[src/rtl/lsu_mem_stage.sv]
// Memory-access stage of the multicycle RV32 core.
// Takes one instruction from EXU and issues at most one data-bus transaction for it.
// Load data is aligned and extended before it is handed to WBU.
// Non-memory and faulting instructions skip the bus and go straight to DONE.
module lsu_mem_stage #(
    parameter int unsigned DATA_WIDTH = 32,
    parameter int unsigned F3_WIDTH   = 3
) (
    input  logic                    clk,
    input  logic                    rstn,
    // EXU side
    input  logic                    Evalid,
    output logic                    Mready,
    input  logic                    MemRead,
    input  logic                    MemWrite,
    input  logic [F3_WIDTH-1:0]     Funct3,
    input  logic [DATA_WIDTH-1:0]   ALUResult,
    input  logic [DATA_WIDTH-1:0]   WriteData,
    // WBU side
    output logic                    Mvalid,
    input  logic                    Wready,
    output logic [DATA_WIDTH-1:0]   ReadData,
    output logic                    MemFault,
    // Data bus
    output logic                    mem_req_valid,
    input  logic                    mem_req_ready,
    output logic                    mem_req_we,
    output logic [DATA_WIDTH-1:0]   mem_req_addr,
    output logic [DATA_WIDTH-1:0]   mem_req_wdata,
    output logic [DATA_WIDTH/8-1:0] mem_req_wstrb,
    input  logic                    mem_rsp_valid,
    input  logic [DATA_WIDTH-1:0]   mem_rsp_rdata,
    input  logic                    mem_rsp_err
);

    localparam int unsigned STRB_WIDTH = DATA_WIDTH / 8;

    typedef enum logic [1:0] {
        StIdle,
        StReq,
        StRsp,
        StDone
    } state_e;

    state_e state_q, state_d;

    // Latched instruction fields
    logic                  rd_q, rd_d;
    logic                  wr_q, wr_d;
    logic [F3_WIDTH-1:0]   f3_q, f3_d;
    logic [DATA_WIDTH-1:0] addr_q, addr_d;
    logic [DATA_WIDTH-1:0] wdata_q, wdata_d;

    // Result towards WBU
    logic [DATA_WIDTH-1:0] rdata_q, rdata_d;
    logic                  fault_q, fault_d;

    // Decode of the incoming instruction
    logic                  in_is_mem;
    logic                  in_f3_ok;
    logic                  in_misalign;

    // Bus-side helpers
    logic                  is_store;
    logic [4:0]            lane_shamt;
    logic [DATA_WIDTH-1:0] rsp_shifted;
    logic [DATA_WIDTH-1:0] load_ext;
    logic [STRB_WIDTH-1:0] store_strb;
    logic [DATA_WIDTH-1:0] store_data;

    // Classify the instruction offered by EXU: legality of funct3 and alignment
    always_comb begin
        in_is_mem   = MemRead | MemWrite;
        in_f3_ok    = 1'b0;
        in_misalign = 1'b0;
        case (Funct3)
            3'b000, 3'b001, 3'b010: in_f3_ok = 1'b1;
            // LBU/LHU only exist as loads; a load wins when both flags are set
            3'b100, 3'b101:         in_f3_ok = MemRead;
            default:                in_f3_ok = 1'b0;
        endcase
        if (Funct3[1:0] == 2'b01) begin
            in_misalign = ALUResult[0];
        end else if (Funct3[1:0] == 2'b10) begin
            in_misalign = (ALUResult[1:0] != 2'b00);
        end
    end

    // Store lane placement and load alignment/extension from the latched fields
    always_comb begin
        is_store    = wr_q & ~rd_q;
        lane_shamt  = {addr_q[1:0], 3'b000};
        rsp_shifted = mem_rsp_rdata >> lane_shamt;
        store_strb  = '0;
        store_data  = '0;
        case (f3_q[1:0])
            2'b00: begin
                store_strb = STRB_WIDTH'(1) << addr_q[1:0];
                store_data = {STRB_WIDTH{wdata_q[7:0]}};
            end
            2'b01: begin
                store_strb = STRB_WIDTH'(3) << addr_q[1:0];
                store_data = {(STRB_WIDTH / 2){wdata_q[15:0]}};
            end
            default: begin
                store_strb = '1;
                store_data = wdata_q;
            end
        endcase
        case (f3_q)
            3'b000:  load_ext = {{(DATA_WIDTH - 8){rsp_shifted[7]}}, rsp_shifted[7:0]};
            3'b001:  load_ext = {{(DATA_WIDTH - 16){rsp_shifted[15]}}, rsp_shifted[15:0]};
            3'b100:  load_ext = {{(DATA_WIDTH - 8){1'b0}}, rsp_shifted[7:0]};
            3'b101:  load_ext = {{(DATA_WIDTH - 16){1'b0}}, rsp_shifted[15:0]};
            default: load_ext = rsp_shifted;
        endcase
    end

    // Next-state logic: accept in IDLE, bus request/response, hold result until WBU takes it
    always_comb begin
        state_d = state_q;
        rd_d    = rd_q;
        wr_d    = wr_q;
        f3_d    = f3_q;
        addr_d  = addr_q;
        wdata_d = wdata_q;
        rdata_d = rdata_q;
        fault_d = fault_q;
        unique case (state_q)
            StIdle: begin
                if (Evalid) begin
                    rd_d    = MemRead;
                    wr_d    = MemWrite;
                    f3_d    = Funct3;
                    addr_d  = ALUResult;
                    wdata_d = WriteData;
                    rdata_d = '0;
                    fault_d = 1'b0;
                    if (!in_is_mem) begin
                        state_d = StDone;
                    end else if (!in_f3_ok || in_misalign) begin
                        fault_d = 1'b1;
                        state_d = StDone;
                    end else begin
                        state_d = StReq;
                    end
                end
            end
            StReq: begin
                // A response in this cycle is illegal on the bus and is not looked at
                if (mem_req_ready) begin
                    state_d = StRsp;
                end
            end
            StRsp: begin
                if (mem_rsp_valid) begin
                    rdata_d = rd_q ? load_ext : '0;
                    fault_d = mem_rsp_err;
                    state_d = StDone;
                end
            end
            StDone: begin
                if (Wready) begin
                    fault_d = 1'b0;
                    state_d = StIdle;
                end
            end
            default: state_d = StIdle;
        endcase
    end

    // State and datapath registers; reset abandons any transaction in flight
    always_ff @(posedge clk) begin
        if (!rstn) begin
            state_q <= StIdle;
            rd_q    <= 1'b0;
            wr_q    <= 1'b0;
            f3_q    <= '0;
            addr_q  <= '0;
            wdata_q <= '0;
            rdata_q <= '0;
            fault_q <= 1'b0;
        end else begin
            state_q <= state_d;
            rd_q    <= rd_d;
            wr_q    <= wr_d;
            f3_q    <= f3_d;
            addr_q  <= addr_d;
            wdata_q <= wdata_d;
            rdata_q <= rdata_d;
            fault_q <= fault_d;
        end
    end

    // Handshake and bus outputs, all driven from registered state
    always_comb begin
        Mready        = (state_q == StIdle);
        Mvalid        = (state_q == StDone);
        ReadData      = rdata_q;
        MemFault      = fault_q;
        mem_req_valid = (state_q == StReq);
        mem_req_we    = is_store;
        mem_req_addr  = {addr_q[DATA_WIDTH-1:2], 2'b00};
        mem_req_wstrb = is_store ? store_strb : '0;
        mem_req_wdata = is_store ? store_data : '0;
    end

endmodule

[config.mk]
export PLATFORM = sky130hd
export DESIGN_NAME = lsu_mem_stage
export DESIGN_NICKNAME = d
export VERILOG_FILES = /design/src/rtl/lsu_mem_stage.sv
export SDC_FILE = /design/constraint.sdc
export NUM_CORES = 1
export LEC_CHECK = 0
export ABC_AREA = 1
export CELL_PAD_IN_SITES_DETAIL_PLACEMENT = 0
export CELL_PAD_IN_SITES_GLOBAL_PLACEMENT = 1
export CORE_ASPECT_RATIO = 1.25
export CORE_MARGIN = 3
export CORE_UTILIZATION = 32
export DETAILED_ROUTE_END_ITERATION = 16
export PLACE_DENSITY_LB_ADDON = 0.3
export SYNTH_ARGS = -nofsm -noshare
export SYNTH_HDL_FRONTEND = slang
export SYNTH_SLANG_ARGS = --single-unit
[constraint.sdc]
create_clock -name clk -period 2.95 [get_ports clk]
set_input_delay 0.7375 -clock clk [delete_from_list [all_inputs] [get_ports clk]]
set_output_delay 0.7375 -clock clk [all_outputs]
set_load 0.1 [all_outputs]
---- Word level (Yosys, flattened, before mapping) ----
Cells that the tools add are included.
word-level totals
  register bits after elaboration ......... 104
  bits of input ports ..................... 108
operators by class
  equal/unequal tests ..................... 17
  shift operators ......................... 3
  multiplexer cells ....................... 25
  bitwise gates (word level) .............. 3
  reduce and logical (&&, ||, !) cells .... 15
operators by type and width
  cell                                                 number
  2-to-1 mux 32 bit                                    4
  one-hot mux 32 bit (2 select lines)                  2
  one-hot mux 32 bit (4 select lines)                  1
  right shift 32 x 5 -> 32 bit                         1
  equality test 3 bit, second input constant           4
  2-to-1 mux 2 bit                                     6
  one-hot mux 2 bit (4 select lines)                   1
  one-hot mux 4 bit (2 select lines)                   1
  AND reduction 4 bit                                  2
  2-to-1 mux 1 bit                                     7
  equality test 2 x 1 -> 1 bit, second input constant  3
  equality test 2 bit, second input constant           3
  equality test 3 x 1 -> 1 bit, second input constant  2
  logical NOT 3 bit                                    2
  logical NOT 2 bit                                    2
  2-to-1 mux 4 bit                                     1
  != test 2 x 1 -> 1 bit, second input constant        2
  != test 2 bit, second input constant                 2
  nonzero test 2 bit                                   2
  << shifter 1 x 2 -> 4 bit, first input constant      1
  << shifter 2 x 2 -> 4 bit, first input constant      1
  equality test 3 x 2 -> 1 bit, second input constant  1
  one-hot mux 1 bit (3 select lines)                   1
  AND reduction 3 bit                                  1
  10 further kinds                                     10

---- Logic depth before layout (Yosys ltp) ----
Gate-level depths: netlist (run 1).
  depth in word-level cells ............... 9
  mapped depth ............................ 10
  depth with buffers taken out ............ 9

---- Least setup slack after synthesis (run 1) ----
Ideal clock, no wire load.
  kind .................................... register -> output
  start point ............................. register rd_q
  end point ............................... output port mem_req_wdata[16]
  arrival ................................. 3.330 ns
  path slack .............................. -1.117 ns
  cell stages (with the launch flop) ...... 7
  path buffers ............................ 1
  path through ............................ dfxtp_1 -> inv_1 -> nand2_1 -> inv_1 -> clkbuf_1 -> o21ai_0 -> a21oi_1
between the ends
  cells in the longest elaborated chain, start to end .. 3
ends and longest elaborated chain
  item                      line  RTL
  start: declaration        48    logic rd_q, rd_d;
  start signal: assignment  185   rd_q <= rd_d;
  NOT 1 bit                 91    is_store = wr_q & ~rd_q;
  bitwise AND 1 bit         91
  named net mem_req_we      27    output logic mem_req_we,
  2-to-1 mux 32 bit         205   mem_req_wdata = is_store ? store_data : '0;
  end: declaration          29    output logic [DATA_WIDTH-1:0] mem_req_wdata,
The timed path passes the listed nets, and every way through them passes these cells.

---- Worst setup path after layout (run 1) ----
  start point ............................. register rd_q
  end point ............................... output port mem_req_wdata[8]
between the ends
  cells in the longest elaborated chain, start to end .. 3
ends and longest elaborated chain
  item               line
  NOT 1 bit          91
  bitwise AND 1 bit  91
  2-to-1 mux 32 bit  205
Every way passes these cells.

==> results of run 1 <==
[cells in the mapped netlist]
library cell  count
buf_6             6
o21ai_4           1
o211ai_1          6
a21oi_1          58
nand3_1          37
buf_4            35
ha_1              5
nand2_4           1
o211ai_2          1
dfxtp_1         104
buf_2            16
o21ai_0          93
o31ai_1           1
nor2_4            1
inv_2             2
inv_4             1
clkinv_4          1
a21oi_2          17
nand2_2           1
clkbuf_1         27
nand3_4           3
nand2_1         150
o22ai_1           8
inv_1            27
a211oi_1          1
nor3_1            2
conb_1            1
nor2_1          158
or2_2             1
[power by group through the flow]
stage / Combinational, mW / Clock, mW / Sequential [mW]
floorplan: 3.29 / 0 / 2.05
global placement: 4.35 / 0 / 1.93
detailed placement: 4.36 / 0 / 1.93
CTS: 4.37 / 1.46 / 1.90
global route: 4.62 / 1.50 / 1.94
finish: 4.32 / 1.42 / 1.90
[area by class of cell]
| cell class | count | area share (%) |
|---|---|---|
| multi-input cells | 547 | 34.0 |
| well taps | 212 | 3.40 |
| flip-flops and latches | 104 | 26.7 |
| inverters | 31 | 1.59 |
| repair buffers | 221 | 29.8 |
| clock buffers | 10 | 3.06 |
| clock inverters | 6 | 1.46 |
[registers in the layout, indices dropped and copies added, names as in the netlist]
name      cells
state_q       2
MemFault      1
wr_q          1
f3_q          3
wdata_q      32
addr_q       32
ReadData     32
rd_q          1
[worst min-delay path by stage]
| stage | from | end | slack, ns |
|---|---|---|---|
| finish | ReadData[2] | ReadData[2] | 0.47 |
| global route | ReadData[5] | ReadData[5] | 0.48 |
| CTS | ReadData[1] | ReadData[1] | 0.47 |
| detailed placement | ReadData[1] | ReadData[1] | 0.46 |
| global placement | ReadData[7] | ReadData[7] | 0.45 |
| floorplan | wdata_q[16] | wdata_q[16] | 0.45 |
[cells by family after synthesis]
logic type      synth area share [%]
simple gates                    27.3
compound gates                  19.8
buf+inv                         12.1
flops                           39.5
fa+ha+maj                       1.19
other cells                   0.0712
[worst register-to-register path: stages, from the launching register on]
cell,delay (ns)
dfxtp_1,0.38
inv_1,0.09
ha_1,0.33
o21ai_4,0.71
nand2_1,0.17
a21oi_2,0.17
[through the flow]
| stage | hold WS (ns) | total power, mW | std cells |
|---|---|---|---|
| detailed placement | 0.457 | 6.29 | 1115 |
| CTS | 0.468 | 7.72 | 1131 |
| floorplan | 0.450 | 5.34 | 766 |
| finish | 0.467 | 7.64 | 1131 |
| global route | 0.477 | 8.06 | 1131 |
| global placement | 0.454 | 6.28 | 1115 |
[routing by layer]
metal  vias up  wire, um  track usage [%]  share of wire (%)
met5         -        17                0              0.098
met4         4       382             6.63                2.2
met3        26      1520             6.20                8.7
met2       182      8480             32.5                 49
met1      2415      6960             21.8                 40
li1       2749         -                -                  -
==> metrics.md, run 1 <==
| Metric | Value |
|---|---|
| Sequential cell area | approximately 2100 sq um |
| Yosys cell types | 29 |
| Shortest period the worst path allows | 2.71 ns |
| Routed WL | 17400 um |
| Slew @ Worst Pin | between 0.8 and 0.9 ns |
| Top-area cell type share of the netlist area | approximately 40% |
| RSZ-0062 raised after global routing | false |
| Synth warnings | 0 |
| Area grow syn2layout | 48.1% |
| H-tree levels | 3 |
| Clock root buffer master | clkbuf_16 |
| Die area | between 15000 and 20000 sq um |
| R2r setup slk | approximately 1.0 ns |
| Synth Register Bits | around 100 |
| Worst path bufs/invs | 3 |
| Most frequent cells in the layout | nor2_1 (158), nand2_1 (149), clkdlybuf4s50_1 (106) |
| Fin. Hold Viols | 0 |
| Seq/Total Area, Yosys | between 30% and 40% |
| Clk_lat worst skew | roughly 0.35 ns |
| Avg Synthesized Cell Area | 6.88 sq um |
| Drt first pass iters | 4 |
| Post-route clock period utilization | approximately nine tenths |
| Die Y | 149 um |
| Initial core utilization | about a third |
| PwrDens | a little under 1000 nW/um^2 |
| Most frequent CP cell | inv_1 |
| Crit-path max FO | 17 |
| First DRT Iteration DRCs | 260 |
| Status | finished clean |
| Total GRT Usage | about a fifth |
| Worst setup EP type | primary output |
| Final core area utilization | between 40% and 50% |
| DRC | 0 |
| Syn Std Cell Area | roughly 5300 sq um |
| DPL Wire Length | roughly 13000 um |
| Vias per cell | approximately 4.8 |
| Slowest cell delay on critical path | between 0.4 and 0.5 ns |
| Placed Instance Area | ~7400 sq um |
| Cells after Synth | 765 |
| Routed Antenna Nets | 0 |
| Final worst slack | approximately 0.24 ns |
| Pin count of the biggest net entering global routing | 57 |
| VDD IR max | slightly below 500 uV |
| First-pass GRT wire length | 27000 um |
| Routability cong. | approximately 0.85 |
| Area leader, netlist | dfxtp_1 |
| Layout net count | approximately 1000 |
| Initial antenna violation count | 2 |
| Post-CTS setup buffers | 0 |
| Class of the worst hold path | reg2reg |
| Slowest CP cell | inv_1 |
| Clock Skew | between 0.005 and 0.006 ns |
| Worst endpoint required time | around 2.2 ns |
| Share of cells above drive strength 1 | between 10% and 20% |
| IO Pins | between 200 and 250 |
| Max Slew Vio Count | 0 |
| Die Width | between 100 and 150 um |
| Via count | 5376 |
| WP data arrival | 1.97 ns |
| Critical Path Source Type | register |
| Largest delay share family, worst path | buffers and inverters |
| Worst-path clk slew | ~0.070 ns |
| Row count | around 50 |
| CTS tree | yes |
| R2R Path End | ReadData[21] |
| Max Freq | approximately 370 MHz |
| Comb power frac | between 50% and 60% |
| Cell Chain, Critical Path | inv_1 > nand2_1 > inv_1 > o21ai_0 > nor2_1 > buf_12 |
| Pre-CTS setup slack | around 0.63 ns |
| Setup TNS | 0 ns |
| Worst-case clock buffer depth | 2 |
| Sw Share | just over 50% |
| Remaining global-route overflow | 0 |
| Internal power | 3.69 mW |
| Core Region | roughly 16000 sq um |
| WL/cell | 15.3 um |
| Power share of the sequential group | 24.9% |
| Top cells by area, synth | dfxtp_1 (40%), nor2_1 (11%), nand2_1 (11%) |
| Multi-input gate area | approximately 2700 sq um |
| Final setup vio count | 0 |
| Worst reg2reg path startpoint | state_q[0] |
| Fillers | between 1500 and 2000 |
| Post-route cell area | just under 8000 sq um |
| CTS Hold Bufs | 0 |
| Num CTS Buffers | 9 |
| Crit Path Category | reg2out |
| Clock power share | 18.6% |
| Slew HR | 42.5% |
| Max_cap viols | 0 |
| Psw | roughly 3.9 mW |
| PostCTS Resize Cnt | 0 |
| Diode count | 0 |
| R2R depth | 5 |
| Vias in the first global route | between 5000 and 6000 |
| Hold Path Depth | 2 |
| Origin of the worst setup path | rd_q |
| CP endpoint | mem_req_wdata[8] |
| Commonest non-fill, non-tap cell in the layout | nor2_1 |
| WP depth | 6 |
| Pleak | 3.23 nW |
| I/O Buffers | 210 |
| Clock sink total | between 100 and 150 |
Note: power is estimated with default switching activity, not from simulation.
==> run 2, diff against run 1 <==
--- a/config.mk
+++ b/config.mk
@@ -8,7 +8,6 @@
 export ABC_AREA = 1
 export CELL_PAD_IN_SITES_DETAIL_PLACEMENT = 0
 export CELL_PAD_IN_SITES_GLOBAL_PLACEMENT = 1
-export CORE_ASPECT_RATIO = 1.25
 export CORE_MARGIN = 3
 export CORE_UTILIZATION = 32
 export DETAILED_ROUTE_END_ITERATION = 16
==> constraint.sdc (replaced) <==
create_clock -name clk -period 3.4 [get_ports clk]
set_input_delay 0.85 -clock clk [delete_from_list [all_inputs] [get_ports clk]]
set_output_delay 0.85 -clock clk [all_outputs]
set_load 0.1 [all_outputs]
==> run 2 against run 1 <==
Utilization is 1.3 points lower. Sequential share of layout area is 0.40 points higher. Clock skew is 0.0051 ns higher. Worst setup slack better by 0.19 ns. Cell count is 0.35% higher. First-iteration DRC count is 11% higher. Wire length is 0.22% higher. Largest cell class unchanged. Largest power group unchanged.
==> metrics.md, run 2 (synthesis results as in run 1) <==
| Metric | Value |
|---|---|
| Slew @ Worst Pin | 0.784 ns |
| Post-CTS setup buffers | 0 |
| Crit-path max FO | 40 |
| Most frequent cells in the layout | nor2_1 (158), nand2_1 (149), clkdlybuf4s50_1 (106) |
| Vias in the first global route | about 5200 |
| Final setup vio count | 0 |
| Area grow syn2layout | 45.9% |
| Worst endpoint required time | 2.55 ns |
| Pleak | roughly 3.2 nW |
| DPL Wire Length | about 13000 um |
| Slowest CP cell | nand2_2 |
| Cell Chain, Critical Path | buf_4 > clkinv_4 > nand2_2 > inv_1 > nand3_1 > o21ai_0 > o21ai_0 > inv_1 > buf_12 |
| CTS tree | yes |
| Share of cells above drive strength 1 | 18.8% |
| H-tree levels | 3 |
| IO Pins | about 210 |
| Die Y | roughly 130 um |
| Num CTS Buffers | 9 |
| Status | finished clean |
| Critical Path Source Type | register |
| Vias per cell | roughly 4.7 |
| Row count | 46 |
| Core Region | between 15000 and 20000 sq um |
| Total GRT Usage | 19.3% |
| Met3 Usage GRT | under 10% |
| Total power | ~6.4 mW |
| Non-filler cells, final | approximately 1100 |
| Via count | approximately 5300 |
| Max Slew Vio Count | 0 |
| Worst setup EP type | primary output |
| Slowest cell delay on critical path | 0.32 ns |
| I/O Buffers | 210 |
| CTS Hold Bufs | 0 |
| Diode count | 0 |
| Max_cap viols | 0 |
| Clock root buffer master | clkbuf_16 |
| Worst-path clk slew | roughly 0.070 ns |
| PwrDens | around 840 nW/um^2 |
| Pre-CTS setup slack | roughly 0.8 ns |
| Final worst slack | 0.429 ns |
| Die area | 18000 sq um |
| Die Width | between 100 and 150 um |
| Fin. Hold Viols | 0 |
| Worst hold margin | about 0.47 ns |
| Crit Path Category | reg2out |
| Layout net count | just over 1000 |
| Met2 usage | a little under a third |
| Initial antenna violation count | 0 |
| RSZ-0062 raised after global routing | false |
| Class of the worst hold path | reg2reg |
| DRC | 0 |
| Remaining global-route overflow | 0 |
| Pin count of the biggest net entering global routing | between 50 and 60 |
| Initial core utilization | approximately a third |
| Slew HR | 47.6% |
| WP data arrival | about 2.1 ns |
| GRT busiest layer | met2 |
| Clock Skew | around 0.011 ns |
| Cell count after placement | around 1100 |
| Worst-case clock buffer depth | 2 |
| PostCTS Resize Cnt | 0 |
| First-pass GRT wire length | 27800 um |
| Drt first pass iters | 4 |
| Commonest non-fill, non-tap cell in the layout | nor2_1 |
| Routed WL | around 17000 um |
| WL/cell | between 15 and 20 um |
| Routed Antenna Nets | 0 |
| Routability cong. | 0.823 |
| Post-route clock period utilization | ~90% |
| First DRT Iteration DRCs | between 200 and 300 |
| Clock sink total | 104 |
| Setup TNS | 0 ns |
| Met1 GRT Util | 24.2% |
| VDD IR max | 431 uV |
| Clk_lat worst skew | 0.35 ns |
| Shortest period the worst path allows | approximately 3 ns |
| Max Freq | ~340 MHz |
run 2: cell types whose count changed in the layout (fill, tap and decap cells not counted):
cell and change:
inv_8 +2, buf_12 -2, clkinv_2 +1, a21oi_2 +6, buf_4 +2, clkinvlp_4 -1, a21oi_4 -7, bufinv_16 -2
a21oi_1 +1
run 2: metal layers:
layer | up-vias | part of all wire [%]
met3 | 15 | 8.5
met1 | 2393 | 43
li1 | 2747 | -
met2 | 162 | 47
met4 | 0 | 1.6
met5 | - | 0
run 2: critical path, delay by kind of cell, from the launching register on:
family / cells / cell delay (ns)
and+or+nand+nor: 2 / 0.39
AOI/OAI and AO/OA: 2 / 0.22
DFF: 1 / 0.31
buffers and inverters: 5 / 0.86
run 2: report_power, final:
part | internal [mW] | leakage [nW] | switching [mW]
Combinational | 0.968 | 2.20 | 2.72
Sequential | 1.48 | 0.853 | 0.164
Clock | 0.603 | 0.153 | 0.484
run 2: final timing paths:
kind                                  start               end  slack [ns]  depth (start not counted)
worst max-delay path                f3_q[1]  mem_req_wstrb[2]        0.43                          9
worst max register to register    addr_q[0]      ReadData[25]        1.45                          9
worst min-delay path            ReadData[1]       ReadData[1]        0.47                          2
worst min register to register  ReadData[1]       ReadData[1]        0.47                          2
run 2: stage by stage:
stage / area (sq um) / util (%)
floorplan: 5310 / -
global placement: 7370 / 46.1
detailed placement: 7370 / 46.1
CTS: 7680 / 48.0
global route: 7680 / 48.0
finish: 7680 / 48.0
run 2: final cells by class:
cell class / count / area, sq um
Clock buffer: 10 / 239
Sequential cell: 104 / 2080
Tap cell: 216 / 270
Fill cell: 1705 / 8320
Inverter: 31 / 124
Timing Repair Buffer: 221 / 2300
Clock inverter: 6 / 73.8
Multi-Input combinational cell: 547 / 2590
==> run 3, diff against run 2 <==
--- a/config.mk
+++ b/config.mk
@@ -12,6 +12,7 @@
 export CORE_UTILIZATION = 32
 export DETAILED_ROUTE_END_ITERATION = 16
 export PLACE_DENSITY_LB_ADDON = 0.3
+export SKIP_CTS_REPAIR_TIMING = 1
 export SYNTH_ARGS = -nofsm -noshare
 export SYNTH_HDL_FRONTEND = slang
 export SYNTH_SLANG_ARGS = --single-unit
==> results of run 3 <==
No change in the layout: final DEF, timing and power equal those of run 2.
